## config.mk

```make
export PLATFORM = sky130hd
export DESIGN_NAME = conv_input_scheduler_flat
export DESIGN_NICKNAME = d
export VERILOG_FILES = /design/src/rtl/conv_sched_pkg.sv /design/src/rtl/conv_input_scheduler_if.sv /design/src/rtl/conv_sched_addr_gen.sv /design/src/rtl/conv_input_scheduler.sv /design/src/flat_wrapper.sv
export SDC_FILE = /design/constraint.sdc
export NUM_CORES = 1
export LEC_CHECK = 0
export CORE_MARGIN = 1.5
export CORE_UTILIZATION = 40
export CTS_CLUSTER_SIZE = 8
export DETAILED_ROUTE_END_ITERATION = 10
export PLACE_DENSITY = 0.75
export SETUP_SLACK_MARGIN = 0.4
export SYNTH_ARGS = -nofsm -noshare
export SYNTH_HDL_FRONTEND = slang
export SYNTH_SLANG_ARGS = --single-unit
```

## constraint.sdc

```tcl
create_clock -name clk -period 4.4 [get_ports clk]
set_clock_uncertainty 0.15 [all_clocks]
set_input_delay 0.88 -clock clk [delete_from_list [all_inputs] [get_ports clk]]
set_output_delay 0.88 -clock clk [all_outputs]
set_load 0.005 [all_outputs]
```

## src/rtl/conv_sched_pkg.sv

```systemverilog
// Shared types and helpers for the convolution input scheduler.
`ifndef EXT_ADDR_WIDTH
`define EXT_ADDR_WIDTH 8
`endif

package conv_sched_pkg;

  typedef enum logic [1:0] {
    IDLE  = 2'd0,
    FETCH = 2'd1,
    DRAIN = 2'd2,
    DONE  = 2'd3
  } sched_state_t;

  // Number of ROM reads in one frame: every strip position reads KERNEL pixels per column.
  function automatic int total_issues(input int img_w, input int img_h, input int kernel);
    return (img_h - kernel + 1) * img_w * kernel;
  endfunction

  function automatic int cnt_width(input int n);
    return (n > 1) ? $clog2(n) : 1;
  endfunction

endpackage

```

## src/rtl/conv_input_scheduler_if.sv

```systemverilog
// ROM read port plus column output bus of the convolution input scheduler.
interface conv_input_scheduler_if #(
  parameter int IMG_W  = 16,
  parameter int IMG_H  = 16,
  parameter int KERNEL = 3,
  parameter int ADDR_W = `EXT_ADDR_WIDTH,
  parameter int DATA_W = 32
);
  logic                       enable;
  logic                       i_stall;
  logic [DATA_W-1:0]          data_in;
  logic [ADDR_W-1:0]          ext_rom_addr;
  logic [KERNEL*DATA_W-1:0]   o_col_bus;
  logic                       o_col_valid;
  logic [$clog2(IMG_W)-1:0]   o_col_x;
  logic [$clog2(IMG_H)-1:0]   o_row_y;
  logic                       o_win_valid;
  logic                       o_busy;
  logic                       o_done;

  modport master (
    input  enable, i_stall, data_in,
    output ext_rom_addr, o_col_bus, o_col_valid, o_col_x, o_row_y,
           o_win_valid, o_busy, o_done
  );

  modport slave (
    output enable, i_stall, data_in,
    input  ext_rom_addr, o_col_bus, o_col_valid, o_col_x, o_row_y,
           o_win_valid, o_busy, o_done
  );
endinterface

```

## src/rtl/conv_sched_addr_gen.sv

```systemverilog
// Strip/column/row counters with an incrementally stepped ROM address.
module conv_sched_addr_gen #(
  parameter int IMG_W  = 16,
  parameter int IMG_H  = 16,
  parameter int KERNEL = 3,
  parameter int ADDR_W = 8,
  parameter int XW     = 4,
  parameter int YW     = 4,
  parameter int KW     = 2
) (
  input  logic              clk,
  input  logic              rst_n,
  input  logic              advance,
  output logic [ADDR_W-1:0] addr,
  output logic [KW-1:0]     k,
  output logic [XW-1:0]     c,
  output logic [YW-1:0]     r,
  output logic              last
);
  localparam logic [ADDR_W-1:0] ROW_STEP = ADDR_W'(IMG_W);
  // From the bottom pixel of a column back up to the top pixel of the next one;
  // at the right edge this lands exactly on the first pixel of the next strip.
  localparam logic [ADDR_W-1:0] COL_BACK = ADDR_W'((KERNEL - 1) * IMG_W - 1);
  localparam logic [KW-1:0]     K_LAST   = KW'(KERNEL - 1);
  localparam logic [XW-1:0]     C_LAST   = XW'(IMG_W - 1);
  localparam logic [YW-1:0]     R_LAST   = YW'(IMG_H - KERNEL);

  logic [ADDR_W-1:0] addr_reg;
  logic [KW-1:0]     k_reg;
  logic [XW-1:0]     c_reg;
  logic [YW-1:0]     r_reg;

  assign addr = addr_reg;
  assign k    = k_reg;
  assign c    = c_reg;
  assign r    = r_reg;
  assign last = (k_reg == K_LAST) && (c_reg == C_LAST) && (r_reg == R_LAST);

  always_ff @(posedge clk or negedge rst_n) begin
    if (!rst_n) begin
      addr_reg <= '0;
      k_reg    <= '0;
      c_reg    <= '0;
      r_reg    <= '0;
    end else if (advance) begin
      if (last) begin
        addr_reg <= '0;
        k_reg    <= '0;
        c_reg    <= '0;
        r_reg    <= '0;
      end else if (k_reg != K_LAST) begin
        k_reg    <= k_reg + KW'(1);
        addr_reg <= addr_reg + ROW_STEP;
      end else begin
        k_reg    <= '0;
        addr_reg <= addr_reg - COL_BACK;
        if (c_reg == C_LAST) begin
          c_reg <= '0;
          r_reg <= r_reg + YW'(1);
        end else begin
          c_reg <= c_reg + XW'(1);
        end
      end
    end
  end
endmodule

```

## src/rtl/conv_input_scheduler.sv

```systemverilog
// Convolution input scheduler: drives the pixel ROM in KERNEL-row strips and
// emits one KERNEL-pixel column per strip position with window qualification.
module conv_input_scheduler
  import conv_sched_pkg::*;
#(
  parameter int IMG_W   = 16,
  parameter int IMG_H   = 16,
  parameter int KERNEL  = 3,
  parameter int ADDR_W  = `EXT_ADDR_WIDTH,
  parameter int ROM_LAT = 0,
  parameter int DATA_W  = 32
) (
  input logic clk,
  input logic rst_n,
  conv_input_scheduler_if.master bus
);
  localparam int XW = $clog2(IMG_W);
  localparam int YW = $clog2(IMG_H);
  localparam int KW = cnt_width(KERNEL);
  localparam logic [KW-1:0] K_LAST = KW'(KERNEL - 1);
  localparam logic [XW-1:0] X_WIN  = XW'(KERNEL - 1);

  sched_state_t             state_reg;
  logic                     enable_prev_reg;
  logic [KERNEL*DATA_W-1:0] col_bus_reg;
  logic                     col_valid_reg;
  logic [XW-1:0]            col_x_reg;
  logic [YW-1:0]            row_y_reg;
  logic                     win_valid_reg;
  logic                     busy_reg;
  logic                     done_reg;

  logic                     issue;
  logic [ADDR_W-1:0]        gen_addr;
  logic [KW-1:0]            gen_k;
  logic [XW-1:0]            gen_c;
  logic [YW-1:0]            gen_r;
  logic                     gen_last;

  logic                     cap_valid;
  logic [KW-1:0]            cap_k;
  logic [XW-1:0]            cap_c;
  logic [YW-1:0]            cap_r;
  logic                     inflight;
  logic [KERNEL*DATA_W-1:0] col_next;

  assign issue = (state_reg == FETCH) && !bus.i_stall;

  conv_sched_addr_gen #(
    .IMG_W(IMG_W), .IMG_H(IMG_H), .KERNEL(KERNEL), .ADDR_W(ADDR_W),
    .XW(XW), .YW(YW), .KW(KW)
  ) u_addr_gen (
    .clk(clk), .rst_n(rst_n), .advance(issue),
    .addr(gen_addr), .k(gen_k), .c(gen_c), .r(gen_r), .last(gen_last)
  );

  // The position tag travels alongside the read so it lines up with data_in.
  generate
    if (ROM_LAT == 0) begin : g_lat0
      assign cap_valid = issue;
      assign cap_k     = gen_k;
      assign cap_c     = gen_c;
      assign cap_r     = gen_r;
      assign inflight  = 1'b0;
    end else begin : g_lat1
      logic          tag_valid_reg;
      logic [KW-1:0] tag_k_reg;
      logic [XW-1:0] tag_c_reg;
      logic [YW-1:0] tag_r_reg;
      always_ff @(posedge clk or negedge rst_n) begin
        if (!rst_n) begin
          tag_valid_reg <= 1'b0;
          tag_k_reg     <= '0;
          tag_c_reg     <= '0;
          tag_r_reg     <= '0;
        end else begin
          tag_valid_reg <= issue;
          tag_k_reg     <= gen_k;
          tag_c_reg     <= gen_c;
          tag_r_reg     <= gen_r;
        end
      end
      assign cap_valid = tag_valid_reg;
      assign cap_k     = tag_k_reg;
      assign cap_c     = tag_c_reg;
      assign cap_r     = tag_r_reg;
      assign inflight  = tag_valid_reg;
    end
  endgenerate

  // Upper pixels wait in slots; the bottom pixel goes straight from data_in into the bus.
  genvar gi;
  generate
    for (gi = 0; gi < KERNEL - 1; gi++) begin : g_slot
      logic [DATA_W-1:0] slot_reg;
      always_ff @(posedge clk or negedge rst_n) begin
        if (!rst_n)
          slot_reg <= '0;
        else if (cap_valid && (cap_k == KW'(gi)))
          slot_reg <= bus.data_in;
      end
      assign col_next[(KERNEL-1-gi)*DATA_W +: DATA_W] = slot_reg;
    end
  endgenerate
  assign col_next[DATA_W-1:0] = bus.data_in;

  always_ff @(posedge clk or negedge rst_n) begin
    if (!rst_n) begin
      state_reg       <= IDLE;
      enable_prev_reg <= 1'b0;
      col_bus_reg     <= '0;
      col_valid_reg   <= 1'b0;
      col_x_reg       <= '0;
      row_y_reg       <= '0;
      win_valid_reg   <= 1'b0;
      busy_reg        <= 1'b0;
      done_reg        <= 1'b0;
    end else begin
      enable_prev_reg <= bus.enable;
      col_valid_reg   <= 1'b0;
      win_valid_reg   <= 1'b0;
      done_reg        <= 1'b0;
      if (cap_valid && (cap_k == K_LAST)) begin
        col_bus_reg   <= col_next;
        col_x_reg     <= cap_c;
        row_y_reg     <= cap_r;
        col_valid_reg <= 1'b1;
        win_valid_reg <= (cap_c >= X_WIN);
      end
      case (state_reg)
        IDLE: if (bus.enable && !enable_prev_reg) begin
          state_reg <= FETCH;
          busy_reg  <= 1'b1;
        end
        FETCH: if (issue && gen_last) state_reg <= DRAIN;
        DRAIN: if (!inflight) begin
          state_reg <= DONE;
          done_reg  <= 1'b1;
          busy_reg  <= 1'b0;
        end
        DONE:    state_reg <= IDLE;
        default: state_reg <= IDLE;
      endcase
    end
  end

  assign bus.ext_rom_addr = gen_addr;
  assign bus.o_col_bus    = col_bus_reg;
  assign bus.o_col_valid  = col_valid_reg;
  assign bus.o_col_x      = col_x_reg;
  assign bus.o_row_y      = row_y_reg;
  assign bus.o_win_valid  = win_valid_reg;
  assign bus.o_busy       = busy_reg;
  assign bus.o_done       = done_reg;
endmodule

```

## src/flat_wrapper.sv

```systemverilog
// flat-port wrapper written by rule: the top's interface ports become plain ports
module conv_input_scheduler_flat import conv_sched_pkg::*;
#(
  parameter int IMG_W   = 16,
  parameter int IMG_H   = 16,
  parameter int KERNEL  = 3,
  parameter int ADDR_W  = `EXT_ADDR_WIDTH,
  parameter int ROM_LAT = 0,
  parameter int DATA_W  = 32
)
  (clk, rst_n, bus_enable, bus_i_stall, bus_data_in, bus_ext_rom_addr, bus_o_col_bus, bus_o_col_valid, bus_o_col_x, bus_o_row_y, bus_o_win_valid, bus_o_busy, bus_o_done);
  conv_input_scheduler_if #(.IMG_W(IMG_W), .IMG_H(IMG_H), .KERNEL(KERNEL), .ADDR_W(ADDR_W), .DATA_W(DATA_W)) bus_i ();
  input logic clk;
  input logic rst_n;
  input wire logic [$bits(bus_i.enable)-1:0] bus_enable;
  input wire logic [$bits(bus_i.i_stall)-1:0] bus_i_stall;
  input wire logic [$bits(bus_i.data_in)-1:0] bus_data_in;
  output wire logic [$bits(bus_i.ext_rom_addr)-1:0] bus_ext_rom_addr;
  output wire logic [$bits(bus_i.o_col_bus)-1:0] bus_o_col_bus;
  output wire logic [$bits(bus_i.o_col_valid)-1:0] bus_o_col_valid;
  output wire logic [$bits(bus_i.o_col_x)-1:0] bus_o_col_x;
  output wire logic [$bits(bus_i.o_row_y)-1:0] bus_o_row_y;
  output wire logic [$bits(bus_i.o_win_valid)-1:0] bus_o_win_valid;
  output wire logic [$bits(bus_i.o_busy)-1:0] bus_o_busy;
  output wire logic [$bits(bus_i.o_done)-1:0] bus_o_done;
  assign bus_i.enable = bus_enable;
  assign bus_i.i_stall = bus_i_stall;
  assign bus_i.data_in = bus_data_in;
  assign bus_ext_rom_addr = bus_i.ext_rom_addr;
  assign bus_o_col_bus = bus_i.o_col_bus;
  assign bus_o_col_valid = bus_i.o_col_valid;
  assign bus_o_col_x = bus_i.o_col_x;
  assign bus_o_row_y = bus_i.o_row_y;
  assign bus_o_win_valid = bus_i.o_win_valid;
  assign bus_o_busy = bus_i.o_busy;
  assign bus_o_done = bus_i.o_done;
  conv_input_scheduler #(.IMG_W(IMG_W), .IMG_H(IMG_H), .KERNEL(KERNEL), .ADDR_W(ADDR_W), .ROM_LAT(ROM_LAT), .DATA_W(DATA_W)) u_core (.clk(clk), .rst_n(rst_n), .bus(bus_i));
endmodule
```

==> impl_metrics.env <==
export IMPL_grt_usage=0.172
export IMPL_yosysTopAreaCell="dfrtp_1"
export IMPL_syn_area_per_cell_um2=10.8
export IMPL_synth_cells=698
export IMPL_ys_async_sr_fraction=1.00
export IMPL_largest_reg_flops=96
export IMPL_yosysSeqAreaShare=0.643
export IMPL_ys_seq_elements=193
export IMPL_max_cap_viol_count=0
export IMPL_ys_types=38
export IMPL_slew_violations=0
export IMPL_path_clk_slew_ns=0.06
export IMPL_hold_buffers=0
export IMPL_dp_hpwl_mm=10.3
export IMPL_overflow=0
export IMPL_numPortBuffers=151
export IMPL_num_vias=5200
export IMPL_reg2reg_depth=6
export IMPL_drive_above_1_share=0.125
export IMPL_diodes=0
export IMPL_dpl_cell_area_mm2=0.00931
export IMPL_area_delta_synth_final_pct=31.7
export IMPL_routed_wl_mm=16.0
export IMPL_yosysWarnings=0
export IMPL_drt_iter0_drc=246
export IMPL_postRouteAntennaNets=0
export IMPL_fin_crit_ns=2.72
export IMPL_setup_violations=0
export IMPL_final_cell_area_mm2=0.00989
export IMPL_final_nets=891
export IMPL_coreArea_mm2=0.0182
export IMPL_max_slew_worst_pin_slew_ns=0.917
export IMPL_crit_arrival_ns=2.85
export IMPL_final_hold_viol_count=0
export IMPL_slowest_stage="clkdlybuf4s50_1"
export IMPL_rsz0062_at_grt="no"
export IMPL_ys_top_cells_by_count="nand2_1, dfrtp_1, mux2_2, clkbuf_1"
export IMPL_cts_setup_buffers=0
export IMPL_status="complete, no violations"
export IMPL_ys_dominant_reg_cell="dfrtp_1"
export IMPL_period_share=0.618
export IMPL_p_per_area_mw_per_mm2=679
export IMPL_clock_latency_ns=0.41
export IMPL_synth_area_top_cells="dfrtp_1, nand2_1, mux2_2, ha_1, clkbuf_1"
export IMPL_cts_buffers=17
export IMPL_cts_root_buf="clkbuf_16"
export IMPL_antenna_found_initial=0
export IMPL_cp_required_ns=4.53
export IMPL_crit_path_max_fanout=77
export IMPL_setup_slack_ns=1.68
export IMPL_cpPeakStageDelay_ns=0.44
export IMPL_cts_resized=0
export IMPL_cts_buffer_depth=2
export IMPL_n_fill_cell=1605
export IMPL_grt_pass1_wl_mm=27.0
export IMPL_holdPathStages=2
export IMPL_fmax_ghz=0.368
export IMPL_cts_tree="yes"
export IMPL_critPathCaptureType="flip-flop"
export IMPL_initial_core_util=0.412
export IMPL_htreeDepth=4
export IMPL_die_h_um=140
export IMPL_wl_per_cell_um=14.8
export IMPL_die_width_um=140
export IMPL_place_gp_congestion=0.808
export IMPL_grt_pass1_vias=5147
export IMPL_synth_edf_count=0
export IMPL_dpl_worst_slack_ns=1.27
export IMPL_yosysTopAreaCellShare=0.643
export IMPL_ios=152
export IMPL_synthesis_nets=745
export IMPL_dr_pass1_iters=7
export IMPL_relSlewSlack=0.389
export IMPL_path_class="input port to flip-flop"
export IMPL_mappedNetlistArea_mm2=0.00751
export IMPL_drc_errors=0
export IMPL_drt_vias_per_instance=4.80
export IMPL_fin_tns_setup_ns=0
export IMPL_dpl_cell_count=1054
export IMPL_yosysMostFrequentCell="nand2_1"
export IMPL_final_cells=1083
export IMPL_die_area_mm2=0.0196
export IMPL_hold_path_class="flip-flop to flip-flop"
export IMPL_cts_sinks=193
export IMPL_grt_max_degree=114
export IMPL_cp_cell_sequence="clkdlybuf4s50_1 -> nand4bb_4 -> inv_4 -> buf_12 -> nand2_1 -> o211ai_1 -> o31ai_1"
export IMPL_cp_start_kind="input port"
export IMPL_worst_ir_drop_vdd_mv=0.305
export IMPL_power_leakage_nw=4.71
export IMPL_num_rows=49
[power breakdown]
part,leakage [nW],total [mW],internal [mW],switching (mW)
logic,2.04,2.16,1.32,0.845
clock network,0.285,1.54,0.900,0.640
registers,2.39,3.01,2.55,0.461
total,4.71,6.71,4.76,1.95
[cells by family after synthesis]
| logic type | count (synthesis) | synth area share |
|---|---|---|
| multiplexers | 66 | 0.0988 |
| adder cells (fa/ha/maj) | 11 | 0.0183 |
| AND/OR/NAND/NOR | 355 | 0.188 |
| XOR/XNOR | 5 | 0.00583 |
| AO/OA/AOI/OAI | 29 | 0.0255 |
| buffers and inverters | 39 | 0.0208 |
| flip-flops | 193 | 0.643 |
[layer usage]
layer | share of wire | vias to the layer above | GRT usage
li1 | - | 2530 | -
met1 | 0.47 | 2561 | 0.237
met2 | 0.47 | 97 | 0.269
met3 | 0.046 | 12 | 0.0485
met4 | 0.0092 | 0 | 0.0471
met5 | 0 | - | 0
[per-stage QoR]
stage               hold slack (ns)  utilization  power, mW
global route                  0.335        0.543       7.19
floorplan                     0.285            -       3.94
global placement              0.295        0.511       5.16
finish                        0.309        0.543       6.71
CTS                           0.316        0.543       6.80
detailed placement            0.300        0.511       5.23
[layout by cell type, fill, tap and decap left out, drive strengths merged, types with 2 or more instances in the layout]
| cell type | count |
|---|---|
| a21oi | 4 |
| and3 | 4 |
| dfrtp | 193 |
| o21ai | 11 |
| bufinv | 3 |
| xnor2 | 2 |
| buf | 8 |
| nand3 | 7 |
| o31ai | 2 |
| clkdlybuf4s50 | 150 |
| nand2b | 2 |
| nor3 | 4 |
| clkinv | 4 |
| xor2 | 3 |
| clkbuf | 20 |
| a22o | 2 |
| mux2 | 65 |
| nor2 | 7 |
| nand2 | 321 |
| a21o | 3 |
| inv | 9 |
| nand4 | 2 |
| ha | 11 |
[final timing paths]
check,startpoint,endpoint,slack [ns]
max,bus_i_stall,u_core.u_addr_gen.r[3],1.68
min,u_core.g_slot[0].slot_reg[14],u_core.bus.o_col_bus[78],0.31
max reg2reg,u_core.state_reg[1],u_core.g_slot[1].slot_reg[13],1.93
min reg2reg,u_core.g_slot[0].slot_reg[14],u_core.bus.o_col_bus[78],0.31
max in group asynchronous,rst_n,u_core.g_slot[0].slot_reg[14],2.86
min in group asynchronous,rst_n,u_core.bus.o_col_bus[7],0.43
[worst max-delay path: cells and delay by family]
kind	cells	cell delay (ns)
buffers and inverters	3	1.13
AND/OR/NAND/NOR	2	0.48
AO/OA/AOI/OAI	2	0.34
[layout make-up]
cell class	instances	area [um^2]	share of cell area
Clock buffer	19	443	0.0448
Inverter	7	28.8	0.00291
Timing Repair Buffer	159	1610	0.163
Sequential cell	193	4830	0.488
Clock inverter	10	135	0.0137
Multi-Input combinational cell	466	2550	0.258
Tap cell	229	287	0.0290
Note: power is estimated with default switching activity, not from simulation.
==> RTL edit 1 (same settings) <==
`KERNEL` is set to 3 in 4 places; all go to 5.
--- a/src/rtl/conv_input_scheduler_if.sv
+++ b/src/rtl/conv_input_scheduler_if.sv
@@ -3,5 +3,5 @@
   parameter int IMG_W  = 16,
   parameter int IMG_H  = 16,
-  parameter int KERNEL = 3,
+  parameter int KERNEL = 5,
   parameter int ADDR_W = `EXT_ADDR_WIDTH,
   parameter int DATA_W = 32
--- a/src/rtl/conv_sched_addr_gen.sv
+++ b/src/rtl/conv_sched_addr_gen.sv
@@ -3,5 +3,5 @@
   parameter int IMG_W  = 16,
   parameter int IMG_H  = 16,
-  parameter int KERNEL = 3,
+  parameter int KERNEL = 5,
   parameter int ADDR_W = 8,
   parameter int XW     = 4,
--- a/src/rtl/conv_input_scheduler.sv
+++ b/src/rtl/conv_input_scheduler.sv
@@ -6,5 +6,5 @@
   parameter int IMG_W   = 16,
   parameter int IMG_H   = 16,
-  parameter int KERNEL  = 3,
+  parameter int KERNEL  = 5,
   parameter int ADDR_W  = `EXT_ADDR_WIDTH,
   parameter int ROM_LAT = 0,
--- a/src/flat_wrapper.sv
+++ b/src/flat_wrapper.sv
@@ -4,5 +4,5 @@
   parameter int IMG_W   = 16,
   parameter int IMG_H   = 16,
-  parameter int KERNEL  = 3,
+  parameter int KERNEL  = 5,
   parameter int ADDR_W  = `EXT_ADDR_WIDTH,
   parameter int ROM_LAT = 0,
Ports: changed (resized bus_o_col_bus); port bits go from 152 to 216. The function was not compared with the original's and may differ.
==> RTL edit 1 against the unedited design <==
Critical path depth unchanged; sequential cell count increased by 129; register-to-register slack got worse by 0.56 ns; final area increased by 67%; non-clock buffer count increased by 64; fmax decreased by 10%; sequential power increased by 72%; first-iteration DRC count increased by 96%; power increased by 81%; area after synthesis increased by 72%; wire length increased by 81%; worst setup slack got worse by 0.31 ns; utilization decreased by 2.2 points; worst hold slack got worse by 0.010 ns.
==> RTL edit 1: results (changes against the unedited design) <==
GRT Overall Usage: 17.67% (+0.43 points)
layout cell share with drive strength beyond 1: 14.46% (+1.9 points)
clock buffer depth: 3 (+1)
Initial DRC Count: 482 (+96%)
crit-path max FO: 101 (+31%)
CTS buffer count: 46 (+29)
setup bufs post-CTS: 0 (unchanged)
met2 GRT Util: 28.03% (+1.1 points)
Area contributors post-synth: dfrtp_1, nand2_1, mux2_4
post-DP HPWL: 17320 µm (+68%)
H-tree levels: 2 (-2)
R2R Setup Slk: 1.37 ns (-0.56 ns)
DIE WIDTH: 182.8 µm (+31%)
FF-to-FF End: u_core.bus.o_col_bus[11]
worst skew pair latency: 0.52 ns (+0.11 ns)
Worst R2R Start: u_core.u_addr_gen.k[0]
clock slew at reported path FFs: 0.05 ns
sequential element share of the synthesized area: 62.32% (-2.0 points)
GP Congestion: 0.7765 (-3.9%)
DR vias: 8429 (+62%)
antenna violations before repair: 0 (unchanged)
synth cell count leaders: nand2_1, dfrtp_1, mux2_4
Slew Limit Headroom: 29.69% (-9.2 points)
first-pass GRT wire length: 47380 µm (+75%)
R2R cell count: 7 (+1)
leak pwr: 0.008068 µW (+71%)
worst min path class: register to register
post-CTS sizing: 0 (unchanged)
Ant. Diodes: 0 (unchanged)
period utilisation layout: 68.79% (+7.0 points)
Hold EP: u_core.bus.o_col_bus[128]
status: finished clean
CTS root buf: clkbuf_16
TritonRoute pass-1 iters: 4 (-3)
Synth Instances: 1116 (+60%)
Worst path max stage delay: 0.73 ns (+0.29 ns)
Post-Syn Nets: 1165 (+56%)
largest net degree at the start of global routing: 128 (+12%)
max FFs per register: 160 (+67%)
met3 usage: 4.091% (-0.76 points)
slowest stage cell on the critical path: inv_6
Setup WS pre-CTS: 0.8626 ns (-0.4047 ns)
CP arrival: 3.34 ns (+0.49 ns)
Netlist cell types: 43 (+13%)
Syn. warnings: 0 (unchanged)
vias in the first global route: 8807 (+71%)
Placed Area: 15280 µm² (+64%)
Post-synth ARST share: 100.0% (unchanged)
IO Port Bufs: 215 (+42%)
WHS Path Cells: 2 (unchanged)
kind of cell adding the most delay to the critical path: buffers and inverters
Final Hold Viols: 0 (unchanged)
Total Wirelength: 28890 µm (+81%)
peak supply drop: 0.0003282 V (+7.6%)
grt met1 use: 24.53% (+0.79 points)
Hold Startpoint: u_core.g_slot[0].slot_reg[0]
Final #Nets: 1380 (+55%)
-- RTL edit 1: cell types whose count changed in the layout (fill, tap and decap cells not counted), sizes merged, moves of 2 or more --
| cell | delta |
|---|---|
| a21o | -2 |
| a21oi | -2 |
| a22o | -2 |
| bufinv | -3 |
| clkbuf | +29 |
| clkdlybuf4s50 | +64 |
| dfrtp | +129 |
| ha | +2 |
| mux2 | +67 |
| nand2 | +201 |
| nor2 | +4 |
| nor3 | -2 |
| o21ai | -2 |
-- RTL edit 1: report_power, final --
group	internal [µW]	total [µW]	switching [µW]
Sequential	4330	5170	845
Combinational	2430	3870	1450
Clock	1890	3080	1190
-- RTL edit 1: cell type report --
class	count	area, µm²
fillers	2762	15210
flip-flops and latches	322	8058
multi-input cells	729	4413
repair buffers	223	2267
clock buffers	49	1194
well taps	402	503.0
inverters	9	38.79
clock inverters	3	37.54
-- RTL edit 1: routing by layer --
layer | share of wire (%) | vias up | wire [µm]
li1 | - | 3970 | -
met1 | 47 | 4190 | 13490
met2 | 46 | 214 | 13270
met3 | 5.3 | 55 | 1536
met4 | 2.1 | 0 | 595
met5 | 0 | - | 0
-- RTL edit 1: stage by stage --
stage,cells,power [µW],hold slack (ns)
floorplan,1116,7047,0.2831
global placement,1685,8958,0.2917
detailed placement,1685,9096,0.3020
CTS,1737,12270,0.3008
global route,1737,12900,0.3343
finish,1737,12120,0.2993
-- RTL edit 1: worst max path at each step --
stage	cells past startpoint	startpoint	to	slack (ns)
after floorplan	6	bus_i_stall	u_core.g_slot[0].slot_reg[10]	2.30
after global placement	6	bus_i_stall	u_core.bus.o_col_bus[107]	0.92
after detailed placement	6	bus_i_stall	u_core.bus.o_col_bus[139]	0.86
after CTS	7	u_core.u_addr_gen.k[0]	u_core.bus.o_col_bus[139]	1.38
after global routing	7	u_core.u_addr_gen.k[0]	u_core.bus.o_col_bus[136]	1.15
final	7	u_core.u_addr_gen.k[0]	u_core.bus.o_col_bus[11]	1.37
-- RTL edit 1: cell families after synthesis --
kind of cell / after synthesis / synth area share (%)
AO/OA/AOI/OAI: 20 / 1.007
XOR/XNOR: 6 / 0.4065
AND/OR/NAND/NOR: 556 / 17.20
flip-flops: 322 / 62.32
adder cells (fa/ha/maj): 13 / 1.258
multiplexers: 134 / 14.26
buffers and inverters: 65 / 3.542
-- RTL edit 1: tightest hold or removal path, cell delays in order (launching register included) --
cell and delay, ns:
dfrtp_1 0.34, nand2_1 0.05, nand2_1 0.04
==> RTL edit 2 (config.mk and constraints unchanged) <==
Without the edit above. Encoding of `sched_state_t`: now one-hot (4 bits for 4 states).
--- a/src/rtl/conv_sched_pkg.sv
+++ b/src/rtl/conv_sched_pkg.sv
@@ -6,9 +6,9 @@
 package conv_sched_pkg;
 
-  typedef enum logic [1:0] {
-    IDLE  = 2'd0,
-    FETCH = 2'd1,
-    DRAIN = 2'd2,
-    DONE  = 2'd3
+  typedef enum logic [3:0] {
+    IDLE  = 4'b0001,
+    FETCH = 4'b0010,
+    DRAIN = 4'b0100,
+    DONE  = 4'b1000
   } sched_state_t;
 
Behaviour: same outputs for any inputs over 4 cycles, from zero or initial values and one cycle with rst_n low; so few cycles prove little.
==> RTL edit 2 against the unedited design <==
Final area about the same; sequential cell count up 2; via count up 3.4%; worst setup slack worse by 0.071 ns; worst hold slack better by 0.00079 ns; non-clock buffer count down 2; synthesized cell count up 1.4%; register-to-register slack worse by 0.32 ns; wire length up 1.6%; area after synthesis up 1.6%; first-iteration DRC count up 21%.
Power is not compared: it rests on default switching activity, and its combinational part moved more than twofold at a synthesized area within 25%.
==> RTL edit 2: results (changes against the unedited design) <==
GRT Overall Usage: 17.16% (-0.086 points)
CP arrival: 3.00 ns (+0.15 ns)
Placed Area: 9328 µm² (+0.19%)
kind of cell adding the most delay to the critical path: simple AND/OR/NAND/NOR gates
WL/cell: 14.81 µm (+0.37%)
vias in the first global route: 5291 (+2.8%)
Worst R2R Start: u_core.state_reg[3]
layout cell share with drive strength beyond 1: 12.41% (-0.12 points)
Worst path max stage delay: 0.58 ns (+0.14 ns)
leak pwr: 0.004867 µW
Metal-1 WL: 7315 µm (-3.5%)
synth cell count leaders: nand2_1, dfrtp_1, mux2_2
Slew Limit Headroom: 40.79% (+1.9 points)
DR vias: 5378 (+3.4%)
sequential element share of the synthesized area: 63.96% (-0.35 points)
Final #Nets: 892 (+0.11%)
met3 wire len: 939 µm (+28%)
largest net degree at the start of global routing: 88 (-23%)
post-DP HPWL: 10230 µm (-0.64%)
Area contributors post-synth: dfrtp_1, nand2_1, mux2_2
TritonRoute pass-1 iters: 4 (-3)
status: finished clean
crit-path max FO: 80 (+3.9%)
met2 GRT Util: 27.17% (+0.25 points)
slowest stage cell on the critical path: or3_4
first-pass GRT wire length: 27120 µm (+0.41%)
Netlist cell types: 42 (+11%)
Post-Syn Nets: 751 (+0.81%)
routed length on met2: 7719 µm (+2.7%)
met3 usage: 4.688% (-0.17 points)
FF-to-FF End: u_core.bus.o_col_bus[63]
startpoint types: register
grt met1 use: 22.72% (-1.0 points)
-- RTL edit 2: changes by cell type in the layout (fill, tap and decap cells not counted), sizes merged, moves of 3 or more --
cell / unedited run / this run
o21ai: 11 / 21
nand2: 321 / 316
ha: 11 / 7
a21oi: 4 / 7
nor3: 4 / 1
xor2: 3 / 0
-- RTL edit 2: area by class of cell --
cell class | instances | area [µm²] | area share [%]
Timing Repair Buffer | 157 | 1585 | 16.02
Inverter | 6 | 25.02 | 0.2528
Clock buffer | 19 | 442.9 | 4.475
Sequential cell | 195 | 4881 | 49.32
Multi-Input combinational cell | 472 | 2544 | 25.70
Tap cell | 234 | 292.8 | 2.958
Clock inverter | 13 | 126.4 | 1.277
-- RTL edit 2: stage by stage --
step | power, µW | std cells | setup slack [ns] | utilization, % | hold WS (ns)
3_3_place_gp | 2919 | 1064 | 1.245 | 49.87 | 0.2902
5_1_grt | 4645 | 1096 | 1.462 | 52.91 | 0.3389
4_1_cts | 4455 | 1096 | 1.613 | 52.91 | 0.3159
2_1_floorplan | 2625 | 708 | 2.003 | - | 0.2815
6_report | 4402 | 1096 | 1.611 | 52.91 | 0.3102
3_5_place_dp | 2954 | 1064 | 1.235 | 49.87 | 0.2990
-- RTL edit 2: worst register-to-register path: stages (launching register included) --
cell and delay (ns):
dfrtp_1 0.42, or4b_4 0.57, or3_4 0.58, inv_4 0.39, buf_12 0.40, nand2_1 0.15, nand2_1 0.07
-- RTL edit 2: cell families after synthesis --
family / synth area share (%)
AOI/OAI and AO/OA: 3.689
xor gates and xnor gates: 0.1148
adders and majority gates: 1.148
buffers and inverters: 2.771
DFF: 63.96
muxes: 9.444
and+or+nand+nor: 18.87
